File: src/rtl/hazard_controller.sv
// Pipeline sequencer for the 5-stage rv32i core: derives PC and pipeline-register
// enables, flushes and bubbles from load-use hazards, cache stalls and branch
// mispredicts, and keeps saturating performance counters.
module hazard_controller #(
  parameter int unsigned CNT_W = 32
) (
  input  logic             clk,
  input  logic             rst,
  input  logic [4:0]       id_rs1,
  input  logic [4:0]       id_rs2,
  input  logic             id_uses_rs1,
  input  logic             id_uses_rs2,
  input  logic [4:0]       ex_rd,
  input  logic             ex_mem_read,
  input  logic             ex_mispredict,
  input  logic             imem_read,
  input  logic             imem_resp,
  input  logic             dmem_req,
  input  logic             dmem_resp,
  output logic             load_pc,
  output logic             load_if_id,
  output logic             load_id_ex,
  output logic             load_ex_mem,
  output logic             load_mem_wb,
  output logic             flush_if_id,
  output logic             flush_id_ex,
  output logic             if_capture,
  output logic [CNT_W-1:0] stall_cycles,
  output logic [CNT_W-1:0] bubble_count,
  output logic [CNT_W-1:0] flush_count
);

  typedef enum logic [0:0] {StRun, StWait} state_e;

  state_e state_q, state_d;
  logic   i_done_q, i_done_d;
  logic   d_done_q, d_done_d;

  logic [CNT_W-1:0] stall_q, bubble_q, flush_q;

  logic i_ok, d_ok, advance;
  logic rs1_hit, rs2_hit, load_use;
  logic do_flush, do_bubble;

  // A side is ready when it has nothing outstanding, answers now, or answered earlier
  // in the current stall.
  assign i_ok    = !imem_read | imem_resp | i_done_q;
  assign d_ok    = !dmem_req | dmem_resp | d_done_q;
  assign advance = i_ok & d_ok;

  assign rs1_hit  = id_uses_rs1 & (id_rs1 == ex_rd);
  assign rs2_hit  = id_uses_rs2 & (id_rs2 == ex_rd);
  assign load_use = ex_mem_read & (ex_rd != 5'd0) & (rs1_hit | rs2_hit);

  // Mispredict wins over load-use: the dependent ID instruction is squashed anyway.
  assign do_flush  = advance & ex_mispredict;
  assign do_bubble = advance & !ex_mispredict & load_use;

  // Next-state: leave the stall on advance, otherwise accumulate early responses.
  // Responses without a matching request never set a done flag.
  always_comb begin
    state_d  = state_q;
    i_done_d = i_done_q;
    d_done_d = d_done_q;
    if (advance) begin
      state_d  = StRun;
      i_done_d = 1'b0;
      d_done_d = 1'b0;
    end else begin
      state_d  = StWait;
      i_done_d = i_done_q | (imem_resp & imem_read);
      d_done_d = d_done_q | (dmem_resp & dmem_req);
    end
  end

  // State and done-flag registers.
  always_ff @(posedge clk or negedge rst) begin
    if (!rst) begin
      state_q  <= StRun;
      i_done_q <= 1'b0;
      d_done_q <= 1'b0;
    end else begin
      state_q  <= state_d;
      i_done_q <= i_done_d;
      d_done_q <= d_done_d;
    end
  end

  // Enable/flush decode; everything is forced low while reset is asserted.
  always_comb begin
    load_pc     = 1'b0;
    load_if_id  = 1'b0;
    load_id_ex  = 1'b0;
    load_ex_mem = 1'b0;
    load_mem_wb = 1'b0;
    flush_if_id = 1'b0;
    flush_id_ex = 1'b0;
    if_capture  = 1'b0;
    if (rst) begin
      if_capture = imem_resp & !advance;
      if (advance) begin
        load_id_ex  = 1'b1;
        load_ex_mem = 1'b1;
        load_mem_wb = 1'b1;
        if (ex_mispredict) begin
          load_pc     = 1'b1;
          load_if_id  = 1'b1;
          flush_if_id = 1'b1;
          flush_id_ex = 1'b1;
        end else if (load_use) begin
          flush_id_ex = 1'b1;
        end else begin
          load_pc    = 1'b1;
          load_if_id = 1'b1;
        end
      end
    end
  end

  // Saturating performance counters.
  always_ff @(posedge clk or negedge rst) begin
    if (!rst) begin
      stall_q  <= '0;
      bubble_q <= '0;
      flush_q  <= '0;
    end else begin
      if (!advance && !(&stall_q)) stall_q <= stall_q + 1'b1;
      if (do_bubble && !(&bubble_q)) bubble_q <= bubble_q + 1'b1;
      if (do_flush && !(&flush_q)) flush_q <= flush_q + 1'b1;
    end
  end

  assign stall_cycles = stall_q;
  assign bubble_count = bubble_q;
  assign flush_count  = flush_q;

endmodule
File: config.mk
export PLATFORM = sky130hd
export DESIGN_NAME = hazard_controller
export DESIGN_NICKNAME = d
export VERILOG_FILES = /design/src/rtl/hazard_controller.sv
export SDC_FILE = /design/constraint.sdc
export NUM_CORES = 1
export LEC_CHECK = 0
export ABC_AREA = 1
export BUFFER_PORTS_ARGS = -buffer_cell sky130_fd_sc_hd__buf_2
export CAP_MARGIN = 10
export CORE_ASPECT_RATIO = 1.75
export CORE_MARGIN = 8
export CORE_UTILIZATION = 52
export CTS_CLUSTER_SIZE = 20
export DETAILED_ROUTE_END_ITERATION = 10
export GPL_ROUTABILITY_DRIVEN = 0
export PLACE_DENSITY = 0.76
export SYNTH_ARGS = -nofsm -noshare
export SYNTH_HDL_FRONTEND = slang
export SYNTH_SLANG_ARGS = --single-unit
File: constraint.sdc
create_clock -name clk -period 4.61 [get_ports clk]
set_input_delay 0.6915 -clock clk [delete_from_list [all_inputs] [get_ports clk]]
set_output_delay 0.6915 -clock clk [all_outputs]
set_load 0.02 [all_outputs]
Word-level counts from Yosys, hierarchy flattened
Index checks and enable logic that the tools add are counted.

Register bits: 98. Word-level logic and storage cells: 58. Input bits: 25.

Add/sub/neg operators: 3. Reductions and logical operators: 14. Muxes and demuxes: 16. Eq/ne operators: 2. Bitwise gates (word level): 18.

Operators with widths (number): 32-bit by 1-bit adder with 32-bit output (second input constant) (3); 32-bit AND reduction (3); 1-bit two-way mux (16); 1-bit bitwise AND (11); 5-bit equality test (2); 1-bit zero test (7); 1-bit bitwise OR (7); 5-bit nonzero test (1); 1-bit logical AND (3).

Logic depth before layout (Yosys ltp)
Word-level depth: 8. Depth in mapped cells: 11. Depth with buffers taken out: 11.

Least setup slack after synthesis
No wires, ideal clock.

Path kind: input-to-output. Start point: input port dmem_resp. End point: output port load_pc. Data arrival time: 1.822 ns. Stages on the path: 7. Path buffers: 1. Path slack: 2.096 ns. Required time: 3.919 ns. Path through: nor2_1 > nand2_1 > nand2_1 > nor2_1 > nand2_1 > inv_1 > buf_4.

Word-level cells in the longest chain between the ends: 5.

Ends and longest elaborated chain: start, declared (line 19) `input logic dmem_resp,`; 1-bit bitwise OR (2 in a row) (line 48) `assign d_ok = !dmem_req | dmem_resp | d_done_q;`; 1-bit bitwise AND (line 49) `assign advance = i_ok & d_ok;`; 1-bit two-way mux (2 in a row); end, declared (line 20) `output logic load_pc,`.

No other way between the ends.

Worst setup path after layout
Start point: input port rst. End point: output port load_if_id.

Word-level cells in the longest chain between the ends: 1.

Ends and longest elaborated chain: start, declared (line 8) `input logic rst,`; 1-bit two-way mux (line 99) `if (rst) begin`; end, declared (line 21) `output logic load_if_id,`.

No other way between the ends.

==> results.toml <==
[synthesis]
synth_top_cell_by_area = "dfrtp_1"
syn_inst = 995
synth_area_um2 = 6573
synth-seq-cells = 98
synth_flop_cell = "dfrtp_1"
yosys.area.top_type_share = 0.3731
yosysWarnings = 0
synthTopCellsByArea = "dfrtp_1 37%, nand2_1 27%, nor2_1 6.9%, xor2_1 4.7%, inv_1 3.6%"
ys_async_sr_fraction = 1.000
synth_most_common_cell = "nand2_1"
synth_common_cells = "476 x nand2_1, 120 x nor2_1, 98 x dfrtp_1"
synth-edff-count = 0
synth.distinct_cells = 30
syn_avg_cell_area_um2 = 6.606
ys_seq_area_frac = 0.3731
syn_nets = 1023

[clock_network]
numCtsBuffers = 9
clk_path_buf_depth = 2
ctsHoldBuffers = 0
post_cts_buffers = 0
ctsResizeCount = 0
root_buffer = "clkbuf_16"
cts_tree = "built"
cts_num_sinks = 98
clk_latency_ns = 0.35
clk_pin_slew_ns = 0.08
cts.htree.levels = 3

[cells_and_area]
synthToLayoutAreaGrowth_pct = 15.00
final_nets = 1144
final_area_um2 = 7559
num-fill-cells = 1255
drive_gt1_frac = 0.1597
n_antenna_cell = 0

[routing]
vias = 6577
drt_drc_violations_left = 0
avgRoutedWirePerCell_um = 14.44
vias_per_cell = 5.102
drt_iter0_markers = 267
wl_mm = 18.62
ant_nets = 0
firstDrtPassIters = 5

[setup_path]
worstRegToRegCells = 10
critPathMaxFanout = 52
startpoint_type = "input port"
worstSetupPathType = "in2out"
cp.arrival_ns = 1.99
endpoint_kind = "primary output"
required_ns = 3.92

[die]
die_h_um = 164.7
boundaryPins = 129
die_w_um = 101.0
dieArea_um2 = 16630
placementRows = 54
start_util = 0.5287
core_um2 = 12430

[min_path]
min_path_type = "in2async"

[sta]
period_minus_slack_ns = 2.677
drv_slew = 0
rsz0062_at_grt = "no"
tns_ns = 0
hold_viol_final = 0
fmaxAchievable_mhz = 373.5
setup_viol = 0
tightest_slew_ns = 0.8870
post-route-period-util = 0.5807
skew_ns = 0.01157
relSlewSlack = 0.4072

[pwr]
power_density_nw_per_um2 = 305.2
vdd_drop_max_uv = 316.2
p_leak_uw = 0.003885
power_uw = 2307

[global_route]
grt_overflow_total = 0
antenna_found_initial = 0
grt_pass1_wl_mm = 30.75
grt_util_all_layers = 0.2322
grt_max_degree = 53
grt_pass1_vias = 6510

[placed_design]
dp_hpwl_mm = 14.45
numPortBuffers = 128
placed_area_um2 = 7263

[run_status]
outcome = "complete, no violations"

[flow_run]
max_cap_viol_count = 0
-- sequential cells by signal, indices dropped and copies added, names as in the netlist --
name          cells
stall_cycles     32
d_done_q          1
i_done_q          1
flush_count      32
bubble_count     32
-- area by class of cell --
cell class | count | area [µm²] | area share
Multi-Input combinational cell | 805 | 3670 | 0.4855
Sequential cell | 98 | 2452 | 0.3244
Timing Repair Buffer | 130 | 658.1 | 0.08707
Inverter | 72 | 272.8 | 0.03609
Clock buffer | 10 | 239.0 | 0.03162
Tap cell | 168 | 210.2 | 0.02781
Clock inverter | 6 | 56.30 | 0.007449
-- layout by cell type (no fill, tap or decap), drive strengths merged --
cell and count:
nand2 481, buf 130, nor2 125, dfrtp 98
inv 76, nor3 42, xor2 35, o21ai 34
nand3 28, nand3b 26, xnor2 14, nand4 12
clkbuf 10, a21oi 3, ha 3, nor3b 1
o21bai 1, clkinv 1, clkinvlp 1
-- cells by family (layout without fill, tap and decap cells) --
kind of cell	after synthesis	count (layout)	share of synthesized area
xor+xnor	49	49	0.06530
buf+inv	92	218	0.06853
flops	98	98	0.3731
simple gates	715	715	0.4535
compound gates	38	38	0.03388
fa+ha+maj	3	3	0.005712
-- final timing paths --
path | from | end | slack (ns)
worst min register to register | d_done_q | d_done_q | 0.50
worst min-delay path | rst | stall_cycles[27] | 0.39
worst max register to register | flush_count[0] | flush_count[14] | 2.10
worst max-delay path | rst | load_if_id | 1.93
min in group clk | d_done_q | d_done_q | 0.50
max in group asynchronous | rst | flush_count[14] | 3.13
-- routing by layer --
metal  track usage  share of wire  vias to the layer above  wire [µm]
met1        0.2419           0.38                     3032       7033
met2        0.4373           0.54                      149      10050
met4        0.1145          0.039                        0        721
met5             0              0                        -          0
li1              -              -                     3346          -
met3       0.03377          0.044                       50        816
-- critical path: stages --
cell and delay (ns):
buf_4 0.53, inv_1 0.20, nor2_1 0.24, nand2_1 0.08, inv_1 0.06, buf_2 0.16
-- stage by stage --
stage                     hold slack, ns  cells  worst slack (ns)  utilization
after detailed placement          0.4884   1273             1.895       0.5842
after floorplan                   0.3959    995             2.096            -
after CTS                         0.4089   1289             1.884       0.6080
final                             0.3879   1289             1.933       0.6080
after global routing              0.4427   1289             1.664       0.6080
after global placement            0.4988   1273             1.897       0.5842
-- power by group --
group	switching, µW	internal [µW]
logic	357	157
registers	104	937
clock network	358	394
total	819	1490
Power figures use the tool's default switching activity.
